### src/rtl/vsc8541_pkg.sv
// Shared definitions for the VSC8541 register poller.
// Contents: poller FSM state encoding, transaction source encoding, MDIO
// register-address width and the standard PHY register addresses.
package vsc8541_pkg;

    localparam int MDIO_REG_W = 5;

    // Standard IEEE / VSC8541 register addresses
    localparam logic [MDIO_REG_W-1:0] BMCR     = 5'd0;
    localparam logic [MDIO_REG_W-1:0] BMSR     = 5'd1;
    localparam logic [MDIO_REG_W-1:0] PHYID1   = 5'd2;
    localparam logic [MDIO_REG_W-1:0] ANLPAR   = 5'd5;
    localparam logic [MDIO_REG_W-1:0] STAT1000 = 5'd10;
    localparam logic [MDIO_REG_W-1:0] AUXSTAT  = 5'd28;

    typedef enum logic [1:0] {
        IDLE    = 2'd0,
        ISSUE   = 2'd1,
        WAIT_DV = 2'd2,
        DONE    = 2'd3
    } poller_state_t;

    typedef enum logic {
        POLL = 1'b0,
        HOST = 1'b1
    } src_t;

endpackage

### src/rtl/vsc8541_reg_poller_counter.sv
// Free-running down-counter used as the poll interval timer.
// Ports:
//   clk      - clock
//   reset    - synchronous active-high reset, loads MAX_VALUE
//   rollover - high for the one cycle the count sits at zero; the count
//              reloads MAX_VALUE on the following edge
module vsc8541_reg_poller_counter #(
    parameter int MAX_VALUE = 999999,
    parameter int WIDTH     = 20
) (
    input  logic clk,
    input  logic reset,
    output logic rollover
);

    logic [WIDTH-1:0] count;

    always_ff @(posedge clk) begin
        if (reset) begin
            count <= WIDTH'(MAX_VALUE);
        end else if (count == '0) begin
            count <= WIDTH'(MAX_VALUE);
        end else begin
            count <= count - 1'b1;
        end
    end

    assign rollover = (count == '0);

endmodule

### src/rtl/vsc8541_reg_poller.sv
// Arbitrating front-end for the VSC8541 MDIO register-read engine.
// Sweeps REG_LIST every POLL_INTERVAL cycles into a shadow array and serves
// one-shot host reads; host requests win arbitration in IDLE only.
// Ports:
//   clk, i_reset          - clock, synchronous active-high reset
//   o_rd_register/o_rd_en - read request to the engine (held until dv/timeout)
//   i_rd_data/i_rd_dv     - engine response, dv is a 1-cycle pulse
//   i_host_req/i_host_reg - host read request (level) and register address
//   o_host_ack/data/err   - 1-cycle completion pulse, data, timeout flag
//   o_shadow/_valid       - polled register values and per-entry valid bits
//   o_sweep_done          - 1-cycle pulse after the last entry of a sweep
//   o_timeout_cnt         - saturating count of engine timeouts
//
// Handshakes: o_rd_en rises one cycle after ISSUE and stays high with a stable
// o_rd_register until the cycle i_rd_dv is seen (or the timeout fires); it is
// low from the next cycle. i_host_req is a level held until o_host_ack; a
// request still high in the cycle after the ack is taken as a new request.
module vsc8541_reg_poller
    import vsc8541_pkg::*;
#(
    parameter int          NUM_REGS      = 4,
    parameter logic [39:0] REG_LIST      = {20'd0, 5'd17, 5'd10, 5'd5, 5'd1},
    parameter int          DATA_WIDTH    = 15,
    parameter int          POLL_INTERVAL = 1000000,
    parameter int          TIMEOUT       = 4096
) (
    input  logic                           clk,
    input  logic                           i_reset,
    output logic [MDIO_REG_W-1:0]          o_rd_register,
    output logic                           o_rd_en,
    input  logic [DATA_WIDTH-1:0]          i_rd_data,
    input  logic                           i_rd_dv,
    input  logic                           i_host_req,
    input  logic [MDIO_REG_W-1:0]          i_host_reg,
    output logic                           o_host_ack,
    output logic [DATA_WIDTH-1:0]          o_host_data,
    output logic                           o_host_err,
    output logic [NUM_REGS*DATA_WIDTH-1:0] o_shadow,
    output logic [NUM_REGS-1:0]            o_shadow_valid,
    output logic                           o_sweep_done,
    output logic [7:0]                     o_timeout_cnt
);

    localparam int IDX_W = (NUM_REGS > 1) ? $clog2(NUM_REGS) : 1;
    localparam int TO_W  = $clog2(TIMEOUT) + 1;
    localparam int IV_W  = $clog2(POLL_INTERVAL);

    poller_state_t         state;
    src_t                  src;
    logic [MDIO_REG_W-1:0] addr;
    logic                  err;
    logic [DATA_WIDTH-1:0] rd_data_q;
    logic [IDX_W-1:0]      idx;
    logic [TO_W-1:0]       to_cnt;
    logic                  poll_pending;
    logic                  interval_expired;
    logic [MDIO_REG_W-1:0] list_addr;
    logic                  last_entry;
    logic                  sweep_end;

    vsc8541_reg_poller_counter #(
        .MAX_VALUE (POLL_INTERVAL - 1),
        .WIDTH     (IV_W)
    ) u_interval (
        .clk      (clk),
        .reset    (i_reset),
        .rollover (interval_expired)
    );

    assign list_addr  = REG_LIST[idx*MDIO_REG_W +: MDIO_REG_W];
    assign last_entry = (idx == IDX_W'(NUM_REGS - 1));
    assign sweep_end  = (state == DONE) && (src == POLL) && last_entry;

    // An expiry while a sweep is still running is dropped, not queued; the
    // clear at the end of a sweep wins over a coincident expiry for the same
    // reason (pending is still set in that cycle).
    always_ff @(posedge clk) begin
        if (i_reset) begin
            poll_pending <= 1'b1;
        end else if (sweep_end) begin
            poll_pending <= 1'b0;
        end else if (interval_expired) begin
            poll_pending <= 1'b1;
        end
    end

    always_ff @(posedge clk) begin
        if (i_reset) begin
            state          <= IDLE;
            src            <= POLL;
            addr           <= '0;
            err            <= 1'b0;
            rd_data_q      <= '0;
            idx            <= '0;
            to_cnt         <= '0;
            o_rd_en        <= 1'b0;
            o_rd_register  <= '0;
            o_host_ack     <= 1'b0;
            o_host_data    <= '0;
            o_host_err     <= 1'b0;
            o_shadow       <= '0;
            o_shadow_valid <= '0;
            o_sweep_done   <= 1'b0;
            o_timeout_cnt  <= '0;
        end else begin
            o_host_ack   <= 1'b0;
            o_sweep_done <= 1'b0;
            case (state)
                IDLE: begin
                    if (i_host_req) begin
                        src   <= HOST;
                        addr  <= i_host_reg;
                        state <= ISSUE;
                    end else if (poll_pending) begin
                        src   <= POLL;
                        addr  <= list_addr;
                        state <= ISSUE;
                    end
                end
                ISSUE: begin
                    o_rd_en       <= 1'b1;
                    o_rd_register <= addr;
                    to_cnt        <= '0;
                    err           <= 1'b0;
                    state         <= WAIT_DV;
                end
                WAIT_DV: begin
                    // Host completion is registered here so the ack pulse
                    // lines up with the DONE cycle.
                    if (i_rd_dv) begin
                        rd_data_q <= i_rd_data;
                        o_rd_en   <= 1'b0;
                        state     <= DONE;
                        if (src == HOST) begin
                            o_host_ack  <= 1'b1;
                            o_host_data <= i_rd_data;
                            o_host_err  <= 1'b0;
                        end
                    end else if (to_cnt == TO_W'(TIMEOUT - 1)) begin
                        o_rd_en <= 1'b0;
                        err     <= 1'b1;
                        state   <= DONE;
                        if (o_timeout_cnt != 8'hFF) begin
                            o_timeout_cnt <= o_timeout_cnt + 8'd1;
                        end
                        if (src == HOST) begin
                            o_host_ack  <= 1'b1;
                            o_host_data <= '0;
                            o_host_err  <= 1'b1;
                        end
                    end else begin
                        to_cnt <= to_cnt + 1'b1;
                    end
                end
                DONE: begin
                    if (src == POLL) begin
                        if (!err) begin
                            o_shadow[idx*DATA_WIDTH +: DATA_WIDTH] <= rd_data_q;
                            o_shadow_valid[idx]                    <= 1'b1;
                        end
                        if (last_entry) begin
                            idx          <= '0;
                            o_sweep_done <= 1'b1;
                        end else begin
                            idx <= idx + 1'b1;
                        end
                    end
                    state <= IDLE;
                end
                default: state <= IDLE;
            endcase
        end
    end

endmodule

### config.mk
export PLATFORM = sky130hd
export DESIGN_NAME = vsc8541_reg_poller
export DESIGN_NICKNAME = d
export VERILOG_FILES = /design/src/rtl/vsc8541_pkg.sv /design/src/rtl/vsc8541_reg_poller_counter.sv /design/src/rtl/vsc8541_reg_poller.sv
export SDC_FILE = /design/constraint.sdc
export NUM_CORES = 1
export LEC_CHECK = 0
export CAP_MARGIN = 20
export CORE_MARGIN = 2
export CORE_UTILIZATION = 52
export DETAILED_ROUTE_END_ITERATION = 12
export PLACE_DENSITY = 0.79
export SKIP_CTS_REPAIR_TIMING = 1
export SYNTH_ARGS = -nofsm -noshare
export SYNTH_HDL_FRONTEND = slang
export SYNTH_SLANG_ARGS = --single-unit
### constraint.sdc
create_clock -name clk -period 2.35 [get_ports clk]
set_input_delay 0.47 -clock clk [delete_from_list [all_inputs] [get_ports clk]]
set_output_delay 0.47 -clock clk [all_outputs]
set_load 0.03 [all_outputs]
==> results of run 1 <==
state kept, by name (all words and copies together) (netlist names):
signal / flops
o_host_err: 1
o_shadow_valid: 4
u_interval.count: 20
addr: 5
err: 1
rd_data_q: 15
src: 1
idx: 2
o_timeout_cnt: 8
poll_pending: 1
o_host_data: 15
o_sweep_done: 1
o_host_ack: 1
state: 2
to_cnt: 13
o_shadow: 60
o_rd_register: 5
o_rd_en: 1
metrics by stage:
step | instances | util, %
floorplan | 778 | -
global placement | 1025 | 64.6
detailed placement | 1025 | 64.6
CTS | 1057 | 69.6
global route | 1057 | 69.6
finish | 1057 | 69.6
cell type report:
cell class,instances,area (sq um),area share [%]
clock buffers,18,439,5.21
flip-flops and latches,156,3120,37.0
repair buffers,134,1310,15.6
inverters,10,37.5,0.445
well taps,168,210,2.49
clock inverters,14,165,1.96
multi-input cells,557,3140,37.3
kinds of logic after synthesis:
| logic type | after synthesis |
|---|---|
| AO/OA/AOI/OAI | 186 |
| XOR/XNOR | 10 |
| adder cells (fa/ha/maj) | 17 |
| buffers and inverters | 65 |
| flip-flops | 156 |
| multiplexers | 10 |
| AND/OR/NAND/NOR | 334 |
power by group through the flow:
stage | Clock [mW] | Sequential [mW] | Combinational [mW]
3_3_place_gp | 0 | 2.96 | 1.14
2_1_floorplan | 0 | 2.98 | 0.779
3_5_place_dp | 0 | 2.97 | 1.19
6_report | 2.78 | 2.92 | 1.21
5_1_grt | 2.94 | 2.93 | 1.33
4_1_cts | 2.81 | 2.91 | 1.20
cell usage after synthesis (2+ instances only):
library cell / number
dfxtp_1: 156
nand2_1: 120
a21oi_1: 114
nand3_1: 90
clkbuf_1: 39
nor2_1: 39
o21ai_0: 26
ha_1: 17
a211oi_1: 11
and2_1: 10
inv_1: 10
a31oi_1: 8
and4_1: 8
buf_2: 8
mux2i_1: 8
nand4_1: 8
o31ai_1: 8
or4_1: 7
xor2_1: 7
buf_1: 6
nor3_1: 6
nor4_1: 6
or3_1: 6
and3_1: 5
nand2b_1: 5
nor2b_1: 5
nor3b_1: 5
nand3b_1: 4
a41oi_1: 3
o21a_1: 3
xnor2_1: 3
and4b_1: 2
mux2_2: 2
nand4b_1: 2
nor4_4: 2
layer usage:
metal | up-vias | share of wire [%] | GRT usage [%]
met5 | - | 0 | 0
met4 | 0 | 2.1 | 10.2
met3 | 29 | 7.8 | 5.91
met2 | 254 | 47 | 41.1
met1 | 2828 | 43 | 34.0
li1 | 2952 | - | -
how the worst max path moves through the flow:
stage / start / endpoint / slack [ns] / depth (start not counted)
6_report: to_cnt[0] / o_timeout_cnt[4] / 0.22 / 5
5_1_grt: to_cnt[0] / o_timeout_cnt[5] / 0.06 / 5
4_1_cts: to_cnt[0] / o_timeout_cnt[4] / 0.26 / 5
3_5_place_dp: i_rd_dv / o_timeout_cnt[4] / 0.11 / 5
3_3_place_gp: i_rd_dv / o_timeout_cnt[4] / 0.19 / 5
2_1_floorplan: idx[0] / o_shadow[10] / 0.18 / 7
==> reports/results.ini, run 1 <==
[min_path]
hold_class=reg -> reg
worstHoldStart=u_interval.count[0]
min_to=u_interval.count[0]
whs_path_depth=1

[finish]
fill_cells=971
mostFrequentLayoutCells=dfxtp_1 (156), nand2_1 (120), clkdlybuf4s50_1 (118)
drive_gt1_share_pct=6.75
final_common_cell=dfxtp_1
synthToLayoutAreaGrowth_pct=29.2
fin_nets=917
final_area_sq_mm=0.00843
antenna_cells=0

[drt]
wl_per_cell_um=16.1
num_vias=6063
drt-total-wl_um=17000
ant_nets=0
drcViolationCount=0
drtPass1Iterations=5
drt_iter0_markers=549
vias_per_cell=5.74

[timing]
finalHoldViolCount=0
final.min_clock_period_ns=2.13
tns_ns=0
setup_slack_ns=0.216
drv_slew=0
worst_pin_slew_ns=0.567
hold_slack_ns=0.413
setup_viol=0
fmax_ghz=0.469
finClkSkew_ns=0.00985
period_share_pct=90.8
slew_headroom_pct=62.1
grt_setup_unrepaired=false

[setup_path]
cp_top_family=simple AND/OR/NAND/NOR gates
max_stage_delay_ns=0.58
critPathKind=reg -> reg
cp_slowest_cell=or4_1
arrival_ns=2.48
r2r-end=o_timeout_cnt[4]
path_max_fanout=12
crit_chain=ha_1, and4_1, nand4_1, or4_1, a21oi_1
reg2reg_depth=5
rrSetupSlack_ns=0.22
path_buf_inv=0
crit_path_end_kind=flop
cp.required_ns=2.70
cp-start-kind=flop
rr_startpoint=to_cnt[0]

[pwr]
p_total_mw=6.91
pwr-share-clk_pct=40.3
p_sw_share_pct=28.7
intPower_mw=4.92
leakage_nw=2.86
power.density_mw_per_mm2=819
switchingPower_mw=1.99
irDropWorstVdd_mv=0.455
combinationalPowerShare_pct=17.5
p_seq_share_pct=42.2

[yosys]
yosysWarnings=0
yosysTopAreaCell=dfxtp_1
ys_seq_area_share_pct=47.8
syn_area_sq_mm=0.00653
postSynth.asyncResetShare_pct=0
avgSynthCellArea_sq_um=8.39
synth_seq_cells=156
synth_compound_area_share_pct=16.5
yosys.area_share.adder_pct=3.26
synth_top_area_share_pct=47.8
synth_area_leaders=dfxtp_1 (48%), a21oi_1 (8.7%), nand2_1 (6.9%)
synth_edf_count=0
synthFlopType=dfxtp_1
yosys.area_share.xor_xnor_pct=1.34
synth.distinct_cells=54
syn-num-nets=819
synth_top_family_by_area=simple AND/OR/NAND/NOR gates
synthMuxAreaShare_pct=1.57
synth-simple-area-share_pct=25.4
synth_cells=778

[placed_design]
io_buffers=119
gp_congestion=0.860
placed_cell_area_sq_mm=0.00783
pre_cts_slack_ns=0.112
hpwl_um=11700

[clock_network]
insertion_delay_ns=0.42
clock_sinks=156
clock_path_buffers=2
tritoncts=done
cts.htree.levels=4
clkTransAtPathRegs_ns=0.06
cts_buffers=17
root_buffer=clkbuf_16

[global_routing]
grt_pass1_vias=5690
antenna_found_initial=0
grt-ovfl-total=0
grtUsageTotal_pct=25.7
grt_max_degree=130
grt_pass1_wl_um=27500

[floorplan]
boundaryPins=120
die_area_sq_mm=0.0135
die_x_um=116
core_area_sq_mm=0.0121
die_y_um=116
rows=40
initial_utilization_pct=53.9

[run_status]
status=finished, final reports clean

[run]
cap_violations=0

(Power assumes the default switching activity.)
==> inputs of run 2 (changes only) <==
--- a/config.mk
+++ b/config.mk
@@ -6,10 +6,12 @@
 export NUM_CORES = 1
 export LEC_CHECK = 0
 export CAP_MARGIN = 20
+export CORE_ASPECT_RATIO = 1.1
 export CORE_MARGIN = 2
-export CORE_UTILIZATION = 52
+export CORE_UTILIZATION = 54
+export CTS_BUF_LIST = sky130_fd_sc_hd__clkbuf_2
 export DETAILED_ROUTE_END_ITERATION = 12
-export PLACE_DENSITY = 0.79
+export PLACE_DENSITY = 0.82
 export SKIP_CTS_REPAIR_TIMING = 1
 export SYNTH_ARGS = -nofsm -noshare
 export SYNTH_HDL_FRONTEND = slang
==> run 2 against run 1 <==
Sequential share of layout area increased by 0.73 points. Clock skew increased by 0.0067 ns. Total power decreased by 18%. Worst setup slack got worse by 0.13 ns. Global-route usage increased by 0.80 points. Die area decreased by 3.6%. Cell area decreased by 1.9%. Highest routed layer unchanged. Register-to-register slack got worse by 0.07 ns. Cell count decreased by 1.3%. Critical path depth decreased by 4. Critical endpoint is now o_shadow[31]. Wire length increased by 2.1%.
==> reports/results.ini, run 2 (synthesis gave the netlist of run 1 again) <==
[drt]
drcViolationCount=0  ; unchanged
drtPass1Iterations=6  ; +1
vias_per_cell=5.94  ; +3.6%
num_vias=6197  ; +2.2%
drt_iter0_markers=567  ; +3.3%
drt-total-wl_um=17400  ; +2.1%
ant_nets=0  ; unchanged
wl_per_cell_um=16.7  ; +3.4%

[setup_path]
cp.depth=1  ; -4
critPathKind=reg -> out
reg2reg_depth=5  ; unchanged
path_max_fanout=2  ; -10
cp-startpoint=o_shadow[31]
rrSetupSlack_ns=0.15  ; -0.07 ns
cp-start-kind=flop
setup.worst_path.end=o_shadow[31]
rr_startpoint=to_cnt[0]
cp.required_ns=1.88  ; -0.82 ns
cp_top_family=buffers and inverters
cp_slowest_cell=clkdlybuf4s50_1
r2r-end=o_timeout_cnt[5]
max_stage_delay_ns=0.67  ; +0.09 ns
path_buf_inv=1  ; +1
crit_path_end_kind=primary output
arrival_ns=1.80  ; -0.68 ns
crit_chain=clkdlybuf4s50_1

[timing]
period_share_pct=96.5  ; +5.7 points
finalHoldViolCount=0  ; unchanged
setup_viol=0  ; unchanged
setup_slack_ns=0.0811  ; -0.135 ns
slew_headroom_pct=58.1  ; -3.9 points
drv_slew=0  ; unchanged
fmax_ghz=0.441  ; -5.9%
tns_ns=0  ; unchanged
finClkSkew_ns=0.0165  ; +0.00668 ns
final.min_clock_period_ns=2.27  ; +0.135 ns
worst_pin_slew_ns=0.626  ; +0.0588 ns

[clock_network]
clock_path_buffers=2  ; unchanged
clock_sinks=156  ; unchanged
insertion_delay_ns=0.74  ; +0.32 ns
cts.htree.levels=4  ; unchanged
clkTransAtPathRegs_ns=0.22  ; +0.16 ns
cts_buffers=17  ; unchanged
tritoncts=done
root_buffer=clkbuf_2

[finish]
mostFrequentLayoutCells=dfxtp_1 (156), nand2_1 (120), a21oi_1 (114)
final_common_cell=dfxtp_1
largestRegisters=o_shadow: 60 flops, u_interval.count: 20 flops
fin_nets=916  ; -0.11%
fin_cells=1043  ; -1.3%
top_register=o_shadow
post-route-util_pct=69.3  ; -0.31 points
largest_register_ffs=60  ; unchanged
synthToLayoutAreaGrowth_pct=26.6
drive_gt1_share_pct=6.08  ; -0.67 points

[run_status]
status=finished, final reports clean

[pwr]
power.density_mw_per_mm2=686  ; -16%
irDropWorstVdd_mv=0.479  ; +5.3%
leakage_nw=4.27  ; +49%
p_total_mw=5.67  ; -18%

[floorplan]
die_y_um=119  ; +2.8%
die_area_sq_mm=0.0130  ; -3.6%
core_area_sq_mm=0.0119  ; -1.5%
boundaryPins=120  ; unchanged
initial_utilization_pct=54.7  ; +0.83 points
die_x_um=109  ; -6.2%
rows=42  ; +5.0%

[min_path]
hold_class=in -> reg
whs_path_depth=5  ; +4
worstHoldStart=i_reset

[run]
cap_violations=0  ; unchanged

[global_routing]
grtUsageTotal_pct=26.5  ; +0.80 points
grt-ovfl-total=0  ; unchanged
grt_pass1_vias=5613  ; -1.4%
grt_pass1_wl_um=27400  ; -0.48%
grt_max_degree=130  ; unchanged
antenna_found_initial=1  ; +1

[placed_design]
gp_congestion=0.892  ; +3.7%
hpwl_um=11900  ; +2.0%
io_buffers=119  ; unchanged
post-place-cells=1010  ; -1.5%
pre_cts_slack_ns=0.0534  ; -0.0591 ns

## run 2: final cells by class
type | instances | area [sq um]
Clock inverter | 15 | 168
Multi-Input combinational cell | 557 | 3140
Antenna cell | 1 | 2.50
Tap cell | 154 | 193
Clock buffer | 17 | 85.1
Timing Repair Buffer | 133 | 1520
Fill cell | 901 | 3660
Inverter | 10 | 37.5
Sequential cell | 156 | 3120
## run 2: worst min-delay path by stage
stage	end
floorplan	u_interval.count[0]
global placement	u_interval.count[0]
detailed placement	u_interval.count[0]
CTS	to_cnt[12]
global route	to_cnt[12]
finish	to_cnt[12]
## run 2: power breakdown
group | total, mW | internal [mW] | switching, mW
clock | 1.56 | 0.591 | 0.966
combinational | 1.19 | 0.433 | 0.756
sequential | 2.93 | 2.78 | 0.146
## run 2: worst register-to-register path: cells and delay by family, from the launching register on
family                     cells  cell delay [ns]
adders and majority gates      1             0.28
DFF                            1             0.47
muxes                          1             0.38
and+or+nand+nor                3             1.00
## run 2: through the flow
stage	area, sq um	hold slack [ns]
6_report	8270	0.246
5_1_grt	8270	0.163
4_1_cts	8050	0.186
3_5_place_dp	7800	0.392
3_3_place_gp	7800	0.388
2_1_floorplan	6530	0.379
## run 2: per-layer routing
| layer | vias to the layer above | GRT usage [%] | share of wire, % |
|---|---|---|---|
| met4 | 0 | 10.3 | 2.2 |
| li1 | 2948 | - | - |
| met3 | 48 | 6.46 | 7.8 |
| met2 | 283 | 42.0 | 49 |
| met5 | - | 0 | 0 |
| met1 | 2918 | 34.7 | 41 |
==> inputs of run 3 (changes only) <==
--- a/config.mk
+++ b/config.mk
@@ -9,7 +9,7 @@
 export CORE_ASPECT_RATIO = 1.1
 export CORE_MARGIN = 2
 export CORE_UTILIZATION = 54
-export CTS_BUF_LIST = sky130_fd_sc_hd__clkbuf_2
+export CTS_BUF_LIST = sky130_fd_sc_hd__clkbuf_8
 export DETAILED_ROUTE_END_ITERATION = 12
 export PLACE_DENSITY = 0.82
 export SKIP_CTS_REPAIR_TIMING = 1
==> run 3 against run 2 <==
Cell area shrank 0.17%. Combinational power hardly changed. Wire length is 0.91% lower. Critical path depth is 5 higher. Largest cell class unchanged. Total power is 12% higher. Flip-flop and latch count did not move.
==> reports/results.ini, run 3 (synthesis gave the netlist of run 1 again) <==
[run_status]
status=finished, final reports clean

[setup_path]
rrSetupSlack_ns=0.24  ; +0.09 ns
crit_chain=inv_1, ha_1, nor3b_1, buf_4, nand3_1, a21oi_1
r2r-end=o_shadow[32]
critPathKind=reg -> reg
rr_startpoint=idx[0]
cp-start-kind=flop
max_stage_delay_ns=0.56  ; -0.11 ns
cp.required_ns=2.73  ; +0.85 ns
reg2reg_depth=6  ; +1
cp_slowest_cell=dfxtp_1
arrival_ns=2.48  ; +0.68 ns
crit_path_end_kind=flop
path_max_fanout=15  ; +13

[finish]
mostFrequentLayoutCells=dfxtp_1 (156), nand2_1 (120), clkdlybuf4s50_1 (118)
final_common_cell=dfxtp_1
top_register=o_shadow
largest_register_ffs=60  ; unchanged
largestRegisters=o_shadow: 60 flops, u_interval.count: 20 flops
final_area_sq_mm=0.00825  ; -0.17%
fill_cells=936  ; +3.9%
fin_nets=916  ; unchanged
synthToLayoutAreaGrowth_pct=26.4
fin_cells=1042  ; -0.096%
antenna_cells=0  ; -1
drive_gt1_share_pct=6.64  ; +0.56 points
post-route-util_pct=69.2  ; -0.12 points

[timing]
tns_ns=0  ; unchanged
period_share_pct=89.6  ; -6.9 points
drv_slew=0  ; unchanged
fmax_ghz=0.475  ; +7.7%
setup_slack_ns=0.244  ; +0.163 ns
setup_viol=0  ; unchanged
worst_pin_slew_ns=0.614  ; -0.0117 ns
hold_slack_ns=0.412  ; +0.166 ns
grt_setup_unrepaired=false
finClkSkew_ns=0.0103  ; -0.00624 ns
slew_headroom_pct=58.9  ; +0.78 points
final.min_clock_period_ns=2.11  ; -0.163 ns
finalHoldViolCount=0  ; unchanged

[placed_design]
post-place-cells=1010  ; unchanged
placed_cell_area_sq_mm=0.00780  ; unchanged
hpwl_um=11900  ; unchanged
io_buffers=119  ; unchanged
gp_congestion=0.892  ; unchanged
pre_cts_slack_ns=0.0534  ; unchanged

[min_path]
worstHoldStart=u_interval.count[0]
min_to=u_interval.count[0]
whs_path_depth=1  ; -4
hold_class=reg -> reg

[drt]
num_vias=6172  ; -0.40%
ant_nets=0  ; unchanged
drcViolationCount=0  ; unchanged
vias_per_cell=5.92  ; -0.31%
drtPass1Iterations=5  ; -1
drt_iter0_markers=501  ; -12%
wl_per_cell_um=16.5  ; -0.81%
drt-total-wl_um=17200  ; -0.91%

[clock_network]
clock_path_buffers=2  ; unchanged
clkTransAtPathRegs_ns=0.09  ; -0.13 ns
root_buffer=clkbuf_8
cts.htree.levels=4  ; unchanged
clock_sinks=156  ; unchanged
tritoncts=done
cts_buffers=17  ; unchanged
insertion_delay_ns=0.45  ; -0.29 ns

[global_routing]
grt_pass1_vias=5675  ; +1.1%
grt_max_degree=130  ; unchanged
antenna_found_initial=0  ; -1
grt_pass1_wl_um=28000  ; +2.0%
grtUsageTotal_pct=27.1  ; +0.55 points
grt-ovfl-total=0  ; unchanged

[floorplan]
rows=42  ; unchanged
boundaryPins=120  ; unchanged
core_area_sq_mm=0.0119  ; unchanged
die_x_um=109  ; unchanged
initial_utilization_pct=54.7  ; unchanged
die_y_um=119  ; unchanged
die_area_sq_mm=0.0130  ; unchanged

[pwr]
irDropWorstVdd_mv=0.388  ; -19%
leakage_nw=2.78  ; -35%
power.density_mw_per_mm2=767  ; +12%
p_total_mw=6.33  ; +12%

[run]
cap_violations=0  ; unchanged

## run 3: cell count changes in the layout (fill, tap and decap cells not counted), sizes merged
cell	delta
clkinv	-5
dlymetal6s2s	-84
clkdlybuf4s50	+84
clkbuf	+5
diode	-1
## run 3: report_power, final
part | switching [mW] | internal (mW) | total, mW
clock network | 1.01 | 1.21 | 2.22
registers | 0.143 | 2.77 | 2.91
logic | 0.755 | 0.438 | 1.19
total | 1.91 | 4.42 | 6.33
## run 3: area by class of cell
cell class	count	area (sq um)	share of cell area [%]
Inverter	10	37.5	0.455
Tap cell	154	193	2.33
Clock buffer	22	303	3.67
Sequential cell	156	3120	37.8
Clock inverter	10	149	1.80
Timing Repair Buffer	133	1310	15.8
Multi-Input combinational cell	557	3140	38.1
## run 3: how the worst max path moves through the flow
stage / start / end
after global routing: to_cnt[0] / o_timeout_cnt[7]
after detailed placement: i_rd_dv / o_timeout_cnt[7]
after floorplan: idx[0] / o_shadow[10]
after CTS: o_timeout_cnt[2] / o_timeout_cnt[2]
after global placement: i_rd_dv / o_timeout_cnt[2]
final: idx[0] / o_shadow[32]
## run 3: critical path, delay by kind of cell, from the launching register on
kind,cells,cell delay (ns)
AO/OA/AOI/OAI,1,0.20
buffers and inverters,2,0.47
AND/OR/NAND/NOR,2,0.34
adder cells (fa/ha/maj),1,0.47
flip-flops,1,0.56
## run 3: layer usage
metal | up-vias | global-route usage, % | part of all wire (%)
met5 | - | 0 | 0
met4 | 0 | 11.0 | 2.0
met3 | 34 | 7.06 | 7.7
met2 | 264 | 43.2 | 49
met1 | 2935 | 34.7 | 41
li1 | 2939 | - | -
==> variant (settings of run 1) <==
Change the parameter `TIMEOUT` from 4096 to 2048.
--- a/src/rtl/vsc8541_reg_poller.sv
+++ b/src/rtl/vsc8541_reg_poller.sv
@@ -22,7 +22,7 @@
     parameter logic [39:0] REG_LIST      = {20'd0, 5'd17, 5'd10, 5'd5, 5'd1},
     parameter int          DATA_WIDTH    = 15,
     parameter int          POLL_INTERVAL = 1000000,
-    parameter int          TIMEOUT       = 4096
+    parameter int          TIMEOUT       = 2048
 ) (
     input  logic                           clk,
     input  logic                           i_reset,
Formal check against the unedited RTL: no difference found for any inputs over 4 cycles, from zero or initial values and one cycle with i_reset high; that may be too few to reach the edited logic, so the function may still have changed.
==> variant against run 1 <==
Sequential cell count fell by 1; synthesized cell count is 6.0% lower; power down 2.4%; cell area is 2.6% lower; worst setup slack lost 0.069 ns; first-iteration DRC count decreased by 35%; routed wire length is 5.2% lower; hold slack improved by 0.019 ns; area after synthesis decreased by 4.2%; global-route usage is 0.19 points lower; maximum frequency fell by 3.1%; utilization is 0.37 points lower; largest cell class is now registers.
==> variant: results (changes against run 1) <==
sequential-to-total area share from yosys stat -> 49.61% (was 47.84%)
Synth Area in Adders -> 3.401% (was 3.259%)
r2r endpoint -> o_host_data[8] (was o_timeout_cnt[4])
worst-path maximum fanout -> 15 (was 12)
synth top area cells -> dfxtp_1, nand2_1, a21oi_1 (was dfxtp_1, a21oi_1, nand2_1)
GPL Wtd Cong -> 0.8863 (was 0.8600)
syn_nets -> 772 (was 819)
setup slack, reg-to-reg -> 0.15 ns (was 0.22 ns)
Worst-path clk slew -> 0.06 ns (about the same)
gr usage total -> 25.54% (was 25.73%)
Worst path max stage delay -> 0.62 ns (was 0.58 ns)
Primary FF master, synth -> dfxtp_1 (unchanged)
Static Leak -> 0.002870 µW (was 0.002862 µW)
Peak VDD IR -> 0.0004706 V (was 0.0004550 V)
vias in the first global route -> 5369 (was 5690)
CP max stage cell -> or4_4 (was or4_1)
post-synth cell types -> 52 (was 54)
Synth Area in Compound Gates -> 14.32% (was 16.52%)
Final Skew -> 0.006924 ns (was 0.009850 ns)
port bufs -> 119 (unchanged)
Num CTS Buffers -> 17 (unchanged)
largest net degree at the start of global routing -> 60 (was 130)
drt initial violations -> 356 (was 549)
crit path DAT -> 2.51 ns (was 2.48 ns)
hold depth -> 1 (unchanged)
Synth top cells by count -> dfxtp_1, nand2_1, a21oi_1 (unchanged)
Worst Max-Slew Pin Slew -> 0.6436 ns (was 0.5668 ns)
Reg2Reg Depth -> 6 (was 5)
Detail Placement HPWL -> 11420 µm (was 11670 µm)
Post-Place Cell Area -> 7615 µm² (was 7826 µm²)
Routed WL -> 16150 µm (was 17040 µm)
Worst Hold Class -> register to register (unchanged)
outcome -> finished clean (unchanged)
initial antenna violation count -> 0 (unchanged)
Nets -> 888 (was 917)
fraction of layout cells with a size suffix above 1 -> 7.576% (was 6.749%)
XOR/XNOR Fraction of Synth Area -> 2.801% (was 1.342%)
first-pass GRT wire length -> 26360 µm (was 27540 µm)
final hold vios -> 0 (unchanged)
H-tree Lvls -> 4 (unchanged)
Vias -> 5668 (was 6063)
post-synthesis mux area share -> 1.920% (was 1.572%)
DR pass1 iterations -> 5 (unchanged)
Crit. Startpoint -> to_cnt[0] (unchanged)
==> variant: cell types whose count changed after synthesis, moves of 6 or more <==
cell     before  now
a21oi_1     114   94
nand3_1      90   74
a22o_1        0   15
nor2_1       39   54
o21ai_0      26   11
xnor2_1       3   14
nor3_1        6   13
and4_1        8    2
nand2_1     120  126
==> variant: worst min-delay path by stage <==
stage                        startpoint                   to  slack, ns
floorplan           u_interval.count[0]  u_interval.count[0]       0.39
global placement    u_interval.count[0]  u_interval.count[0]       0.41
detailed placement  u_interval.count[0]  u_interval.count[0]       0.42
CTS                 u_interval.count[0]  u_interval.count[0]       0.44
global route        u_interval.count[0]  u_interval.count[0]       0.45
finish              u_interval.count[0]  u_interval.count[0]       0.43
==> variant: logic make-up after synthesis <==
group / count (synthesis)
multiplexers: 12
adder cells (fa/ha/maj): 17
AO/OA/AOI/OAI: 150
flip-flops: 155
AND/OR/NAND/NOR: 319
buffers and inverters: 58
XOR/XNOR: 20
==> variant: per-stage QoR <==
stage | instances | utilization, % | hold WS [ns] | worst slack, ns | total power [µW]
after floorplan | 731 | - | 0.3909 | 0.2449 | 3639
after global placement | 975 | 64.20 | 0.4055 | 0.2539 | 4014
after detailed placement | 975 | 64.20 | 0.4231 | 0.1552 | 4062
after CTS | 1005 | 69.22 | 0.4362 | 0.1417 | 6774
after global routing | 1005 | 69.24 | 0.4483 | 0.01618 | 7014
final | 1005 | 69.24 | 0.4321 | 0.1468 | 6744
==> variant: area by class of cell <==
type / count / area, µm²
fillers: 933 / 3649
multi-input cells: 518 / 2920
flip-flops and latches: 155 / 3103
clock buffers: 23 / 508.0
inverters: 13 / 48.80
clock inverters: 7 / 87.58
repair buffers: 142 / 1361
well taps: 147 / 183.9
==> variant: layer usage <==
layer / routed length, µm / global-route usage (%) / up-vias
met3: 1009 / 6.323 / 21
met5: 0 / 0 / -
met1: 6840 / 31.85 / 2661
li1: - / - / 2758
met2: 8049 / 43.39 / 228
met4: 248 / 8.699 / 0
==> variant: power by group <==
part	internal, µW	switching [µW]	total, µW	leakage, µW
Clock	1710	1020	2730	0.000297
Sequential	2760	113	2870	0.00125
Combinational	404	742	1150	0.00132
Total	4870	1870	6740	0.00287
